$ cat src/rtl/gpio_bram_pkg.sv
// Shared types and default widths for the GPIO-to-BRAM capture controller.
package gpio_bram_pkg;
  localparam int ADDR_WIDTH_DEF = 10;
  localparam int DATA_WIDTH_DEF = 32;
  localparam int DIV_WIDTH_DEF  = 16;

  typedef enum logic [1:0] {IDLE, RUN, DONE} cap_state_e;
endpackage

$ cat src/rtl/sample_rate_div.sv
// Programmable sample divider: strobes once every period+1 enabled cycles.
module sample_rate_div #(
  parameter int DIV_WIDTH = 16
) (
  input  logic                 ACLK,
  input  logic                 ARESET,
  input  logic                 clear,
  input  logic                 enable,
  input  logic [DIV_WIDTH-1:0] period,
  output logic                 strobe
);
  logic [DIV_WIDTH-1:0] cnt;

  assign strobe = enable && !clear && (cnt == period);

  always_ff @(posedge ACLK or posedge ARESET) begin
    if (ARESET)      cnt <= '0;
    else if (clear)  cnt <= '0;
    else if (enable) cnt <= strobe ? '0 : cnt + 1'b1;
  end
endmodule

$ cat src/rtl/gpio_bram_capture_ctrl.sv
// Captures GPIO samples into a BRAM at a divided rate (one-shot or circular),
// sharing the BRAM port with a host that yields to capture writes.
module gpio_bram_capture_ctrl
  import gpio_bram_pkg::*;
#(
  parameter int ADDR_WIDTH = ADDR_WIDTH_DEF,
  parameter int DATA_WIDTH = DATA_WIDTH_DEF,
  parameter int DIV_WIDTH  = DIV_WIDTH_DEF
) (
  input  logic                  ACLK,
  input  logic                  ARESET,
  input  logic                  cfg_start,
  input  logic                  cfg_stop,
  input  logic                  cfg_wrap,
  input  logic [ADDR_WIDTH-1:0] cfg_depth,
  input  logic [DIV_WIDTH-1:0]  cfg_div,
  input  logic [DATA_WIDTH-1:0] gpio_in,
  input  logic                  host_req,
  input  logic                  host_we,
  input  logic [ADDR_WIDTH-1:0] host_addr,
  input  logic [DATA_WIDTH-1:0] host_wdata,
  output logic                  host_gnt,
  output logic                  host_rvalid,
  output logic [DATA_WIDTH-1:0] host_rdata,
  output logic                  bram_en,
  output logic                  bram_we,
  output logic [ADDR_WIDTH-1:0] bram_addr,
  output logic [DATA_WIDTH-1:0] bram_wdata,
  input  logic [DATA_WIDTH-1:0] bram_rdata,
  output logic                  busy,
  output logic [ADDR_WIDTH-1:0] wr_ptr,
  output logic                  wrapped,
  output logic                  irq_done
);
  cap_state_e            state, state_n;
  logic                  wrap_q;
  logic [ADDR_WIDTH-1:0] depth_q;
  logic [DIV_WIDTH-1:0]  div_q;
  logic [DATA_WIDTH-1:0] sample_q;
  logic                  wr_pend;
  logic                  strobe;
  logic                  cap_wr;
  logic                  at_last;
  logic                  start_go;
  logic [1:0]            rd_vld;

  sample_rate_div #(.DIV_WIDTH(DIV_WIDTH)) u_div (
    .ACLK   (ACLK),
    .ARESET (ARESET),
    .clear  (state != RUN),
    .enable (state == RUN),
    .period (div_q),
    .strobe (strobe)
  );

  // A stop in the same cycle as a pending write discards that write.
  assign cap_wr   = wr_pend && !cfg_stop;
  assign at_last  = (wr_ptr == depth_q);
  assign start_go = (state == IDLE) && cfg_start && !cfg_stop;
  assign busy     = (state == RUN);

  always_comb begin
    state_n = state;
    case (state)
      IDLE:    if (start_go) state_n = RUN;
      RUN: begin
        if (cfg_stop)                        state_n = IDLE;
        else if (cap_wr && at_last && !wrap_q) state_n = DONE;
      end
      DONE:    state_n = IDLE;
      default: state_n = IDLE;
    endcase
  end

  always_ff @(posedge ACLK or posedge ARESET) begin
    if (ARESET) begin
      state    <= IDLE;
      wrap_q   <= 1'b0;
      depth_q  <= '0;
      div_q    <= '0;
      sample_q <= '0;
      wr_pend  <= 1'b0;
      wr_ptr   <= '0;
      wrapped  <= 1'b0;
      irq_done <= 1'b0;
    end else begin
      state <= state_n;
      if (start_go) begin
        wrap_q  <= cfg_wrap;
        depth_q <= cfg_depth;
        div_q   <= cfg_div;
        wr_ptr  <= '0;
        wrapped <= 1'b0;
      end else if (cap_wr) begin
        if (at_last && wrap_q) begin
          wr_ptr  <= '0;
          wrapped <= 1'b1;
        end else begin
          wr_ptr  <= wr_ptr + 1'b1;
        end
      end
      if (strobe) sample_q <= gpio_in;
      // Only queue a write if capture is still running next cycle.
      wr_pend  <= strobe && (state_n == RUN);
      irq_done <= cap_wr && at_last;
    end
  end

  assign host_gnt = host_req && !cap_wr && !ARESET;

  always_comb begin
    bram_en    = cap_wr || host_gnt;
    bram_we    = cap_wr || (host_gnt && host_we);
    bram_addr  = '0;
    bram_wdata = '0;
    if (cap_wr) begin
      bram_addr  = wr_ptr;
      bram_wdata = sample_q;
    end else if (host_gnt) begin
      bram_addr  = host_addr;
      bram_wdata = host_wdata;
    end
  end

  // Read return: grant -> BRAM latency -> registered output.
  always_ff @(posedge ACLK or posedge ARESET) begin
    if (ARESET) begin
      rd_vld     <= '0;
      host_rdata <= '0;
    end else begin
      rd_vld <= {rd_vld[0], host_gnt && !host_we};
      if (rd_vld[0]) host_rdata <= bram_rdata;
    end
  end

  assign host_rvalid = rd_vld[1];
endmodule

$ cat config.mk
export PLATFORM = sky130hd
export DESIGN_NAME = gpio_bram_capture_ctrl
export DESIGN_NICKNAME = d
export VERILOG_FILES = /design/src/rtl/gpio_bram_pkg.sv /design/src/rtl/sample_rate_div.sv /design/src/rtl/gpio_bram_capture_ctrl.sv
export SDC_FILE = /design/constraint.sdc
export NUM_CORES = 1
export LEC_CHECK = 0
export ABC_CLOCK_PERIOD_IN_PS = 7300
export BUFFER_PORTS_ARGS = -buffer_cell sky130_fd_sc_hd__buf_4
export CAP_MARGIN = 20
export CORE_UTILIZATION = 40
export DETAILED_ROUTE_END_ITERATION = 16
export GPL_TIMING_DRIVEN = 0
export HOLD_SLACK_MARGIN = 0.03
export PLACE_DENSITY = 0.74
export SETUP_SLACK_MARGIN = 0.15
export SLEW_MARGIN = 15
export SYNTH_ARGS = -nofsm -noshare
export SYNTH_HDL_FRONTEND = slang
export SYNTH_SLANG_ARGS = --single-unit
export TNS_END_PERCENT = 100
$ cat constraint.sdc
create_clock -name ACLK -period 7.3 [get_ports ACLK]
set_input_delay 0.73 -clock ACLK [delete_from_list [all_inputs] [get_ports ACLK]]
set_output_delay 0.73 -clock ACLK [all_outputs]
set_load 0.005 [all_outputs]
After elaboration in Yosys (flattened, before gate mapping)
Index checks and enable logic that the tools add are counted.

storage, ports and cells
  bits of input ports = 139
  logic and storage cells = 62
  output and inout bits = 91
  register bits after elaboration = 124

operators by class
  add/sub/neg operators = 2
  reduce and logical (&&, ||, !) cells = 26
  mux-type cells = 17
  equality and inequality tests = 5

operators by type and width
  kind                     count
  $mux W32                 2
  $mux W10                 5
  $mux W16                 3
  $add A16 B1 Y16 const B  1
  $eq A16 B16 Y1           1
  $logic_and A1 B1 Y1      13
  $add A10 B1 Y10 const B  1
  $eq A10 B10 Y1           1
  $logic_not A1 Y1         6
  $mux W2                  3
  $reduce_bool A2 Y1       3
  $eq A2 B1 Y1 const B     2
  $pmux W2 S2              1
  $mux W1                  3
  $logic_not A2 Y1         1
  $logic_or A1 B1 Y1       2
  $ne A2 B1 Y1 const B     1
  $reduce_and A2 Y1        1

Depth between registers and ports, before layout
  depth after elaboration = 9
  depth in mapped cells = 8
  mapped depth without buffers = 6

Hierarchy
Synthesis repeated with hierarchy kept, for this count alone.

second synthesis, totals
  cell total of the unflattened synthesis = 551
  area, all modules = 5962.0 um2

by module, submodules not included
  module                  cells each  seq. area each (um2)  area an instance (um2)  instances
  gpio_bram_capture_ctrl  416         2702.6                4825.9                  1
  sample_rate_div         135         400.4                 1136.1                  1

Worst setup path after synthesis
No wires, ideal clock.

  kind = input-to-output
  start point = input ARESET
  end point = output bram_addr[1]
  stages = 5
  data arrival time = 4589 ps
  buffers on the path = 1
  setup slack = 1981 ps
  data required time = 6570 ps
  path through = inv_1 nand2_1 nor2_1 clkbuf_1 a22o_1

between the ends
  longest elaborated chain between the ends = 4

RTL lines
  what                               RTL line                       RTL
  start: declaration                 gpio_bram_capture_ctrl.sv:11   input logic ARESET,
  $logic_not A1 Y1 (no source line)  n/a
  $logic_and A1 B1 Y1                gpio_bram_capture_ctrl.sv:109  assign host_gnt = host_req && !cap_wr && !ARESET;
  net host_gnt                       gpio_bram_capture_ctrl.sv:22   output logic host_gnt,
  $mux W10                           gpio_bram_capture_ctrl.sv:119  end else if (host_gnt) begin
  $mux W10                           gpio_bram_capture_ctrl.sv:116  if (cap_wr) begin
  end: declaration                   gpio_bram_capture_ctrl.sv:27   output logic [ADDR_WIDTH-1:0] bram_addr,

The timed path passes the listed nets, and every way through them passes these cells.

Final worst setup path
  start point = input ARESET
  end point = output bram_wdata[26]

between the ends
  longest elaborated chain between the ends = 4

RTL lines
  what                               RTL line                       RTL
  $logic_not A1 Y1 (no source line)  n/a
  $logic_and A1 B1 Y1                gpio_bram_capture_ctrl.sv:109
  $mux W32                           gpio_bram_capture_ctrl.sv:119
  $mux W32                           gpio_bram_capture_ctrl.sv:116
  end: declaration                   gpio_bram_capture_ctrl.sv:28   output logic [DATA_WIDTH-1:0] bram_wdata,

No other way between the ends.

==> flow_metrics.tcl <==
set metrics [dict create \
    status "completed" \
    timing.fmax_ghz 0.256 \
    yosys_warnings 0 \
    pre_cts_ws_ns 3.28 \
    clockBufferDepth 2 \
    slowest_stage "clkbuf_1" \
    antenna_left 0 \
    clk_pin_slew_ns 0.05 \
    grt_overflow 0 \
    p_sw_mw 0.447 \
    slew_headroom_pct 49.9 \
    yosys.area.top_type "dfrtp_1" \
    fin_total_pwr_mw 1.93 \
    die-area_sq_mm 0.0146 \
    synthToLayoutAreaGrowth_pct 45.7 \
    io-pin-count 230 \
    hold_class "in -> async" \
    num_rows 43 \
    n_antenna_cell 0 \
    fin_nets 839 \
    slew_violations 0 \
    grt_max_degree 82 \
    finClkSkew_ns 0.00667 \
    core_area_sq_mm 0.0138 \
    finalWeightedCongestion 0.802 \
    synth_nets 590 \
    path_max_fanout 81 \
    crit_top_cell "buf_4" \
    placed_cells 859 \
    ys_seq_area_share_pct 54.8 \
    grt_pass1_vias 4581 \
    synth_most_common_cell "dfrtp_1" \
    htree_num_levels 4 \
    rsz0062_at_grt "false" \
    start_util_pct 41.0 \
    fin_ws_ns 3.40 \
    cts.sinks 124 \
    synth-async-reset-ratio_pct 100 \
    vdd_drop_max_v 0.000135 \
    setup_viol 0 \
    ys_dominant_reg_cell "dfrtp_1" \
    max_cap_violations 0 \
    cts_buffers 17 \
    stdcell_area_sq_mm 0.00825 \
    ctsResizeCount 0 \
    cp.arrival_ns 3.17 \
    p_int_mw 1.48 \
    synth_top_area_share_pct 54.8 \
    synth_seq_cells 124 \
    criticalPathCategory "in -> out" \
    synth_cells 449 \
    synth_commonest_cells "124 x dfrtp_1, 87 x mux2_2, 38 x a22o_1" \
    crit_path_start "ARESET" \
    cp-end-kind "output pin" \
    cts_tree "built" \
    netlist_area_sq_mm 0.00566 \
    drtPass1Iterations 6 \
    ctsHoldBuffers 0 \
    worstMarginPinSlew_ns 0.746 \
    tns_ns 0 \
    hold_ws_ns 0.327 \
    route.detailed.drc 0 \
    final-hold-violation-count 0 \
    leakage_nw 4.02 \
    required_ns 6.57 \
    die_width_um 121 \
    dpl_cell_area_sq_mm 0.00764 \
    antenna_found_initial 0 \
    dp_hpwl_um 11400 \
    insertion_delay_ns 0.42 \
    pwr-share-comb_pct 14.3 \
    wire_per_inst_um 16.9 \
    final_util_pct 59.7 \
    post-cts-setup-buffers 0 \
    r2r_start "u_div.cnt[2]" \
    drive_gt1_share_pct 50.8 \
    grt_first_pass_wirelength_um 23100 \
    cts-root-buf "clkbuf_16" \
    routed_via_density 5.04 \
    final.min_clock_period_ns 3.90 \
    p_clk_share_pct 44.2 \
    grt_usage_pct 20.8 \
    critical_path.cell_chain "buf_4 > inv_6 > buf_16 > nand2_1 > nor2_1 > clkbuf_1 > a22o_1 > buf_4" \
    io_buffers 229 \
    drtIter0Drc 144 \
    max_stage_delay_ns 0.51 \
    avgSynthCellArea_sq_um 12.6 \
    p_per_area_mw_per_mm2 234 \
    wirelength_um 15000 \
    synth_edf_count 0 \
    synth.distinct_cells 37 \
    power_frac_seq_pct 41.5 \
    crit_path_start_kind "input port" \
    stdcell_count 891 \
    vias 4488 \
    synth_area_leaders "dfrtp_1 55%, mux2_2 17%, a22o_1 5.9%" \
    die_h_um 121 \
    p_sw_share_pct 23.1 \
    fin_crit_sh_pct 53.5 \
]
[path summary, 6_finish.rpt]
kind	to	slack (ns)	cells past startpoint
min in group ACLK	rd_vld[1]	0.38	0
hold / removal	host_rdata[20]	0.33	2
setup / recovery	bram_wdata[26]	3.40	8
setup reg to reg	sample_q[3]	4.92	7
hold reg to reg	rd_vld[1]	0.38	0
max in group asynchronous	sample_q[0]	6.21	3
[per-layer routing]
metal  global-route usage [%]  up-vias  routed length [um]
met1                     24.0     2162                5900
met2                     36.0      176                7720
li1                         -     2124                   -
met4                     8.56        0                 348
met5                        0        -                   0
met3                     5.83       26                1070
[registers in the layout, summed over array words and instances (netlist names)]
register	cells
div_q	16
wr_ptr	10
u_div.cnt	16
sample_q	32
state	2
wrapped	1
irq_done	1
wr_pend	1
host_rdata	32
depth_q	10
wrap_q	1
rd_vld	2
[power by group through the flow]
| stage | logic [mW] | clock network (mW) | registers [mW] |
|---|---|---|---|
| final | 0.276 | 0.853 | 0.802 |
| after global routing | 0.302 | 0.904 | 0.810 |
| after CTS | 0.281 | 0.873 | 0.802 |
| after detailed placement | 0.280 | 0 | 0.814 |
| after global placement | 0.270 | 0 | 0.810 |
| after floorplan | 0.124 | 0 | 0.807 |
[cells by family after synthesis]
family                     Yosys count  synth area share [%]
muxes                               96                  19.0
adders and majority gates            2                 0.442
AOI/OAI and AO/OA                   47                  6.78
and+or+nand+nor                    107                  10.1
DFF                                124                  54.8
buffers and inverters               33                  2.70
xor gates and xnor gates            40                  6.19
[layout make-up]
type | count | area (sq um)
inverters | 5 | 23.8
plain buffers | 28 | 134
multi-input cells | 292 | 2410
fillers | 1149 | 5580
clock buffers | 19 | 443
well taps | 180 | 225
clock inverters | 13 | 168
repair buffers | 230 | 1750
flip-flops and latches | 124 | 3100
[cells in the final DEF, fill, tap and decap left out, types with 12 or more instances in the layout]
master	count
nand3_1	13
nand2_1	26
xnor2_1	21
clkbuf_16	17
buf_4	231
a22o_1	38
nor3_1	17
xor2_1	19
dfrtp_1	124
nor2_1	12
mux2_2	87
clkbuf_1	16
[worst max-delay path, delay by kind of cell]
kind                   cells  cell delay, ns
buffers and inverters      5            1.41
and+or+nand+nor            2            0.69
AOI/OAI and AO/OA          1            0.25
No activity file was read; power rests on OpenSTA's default activity.
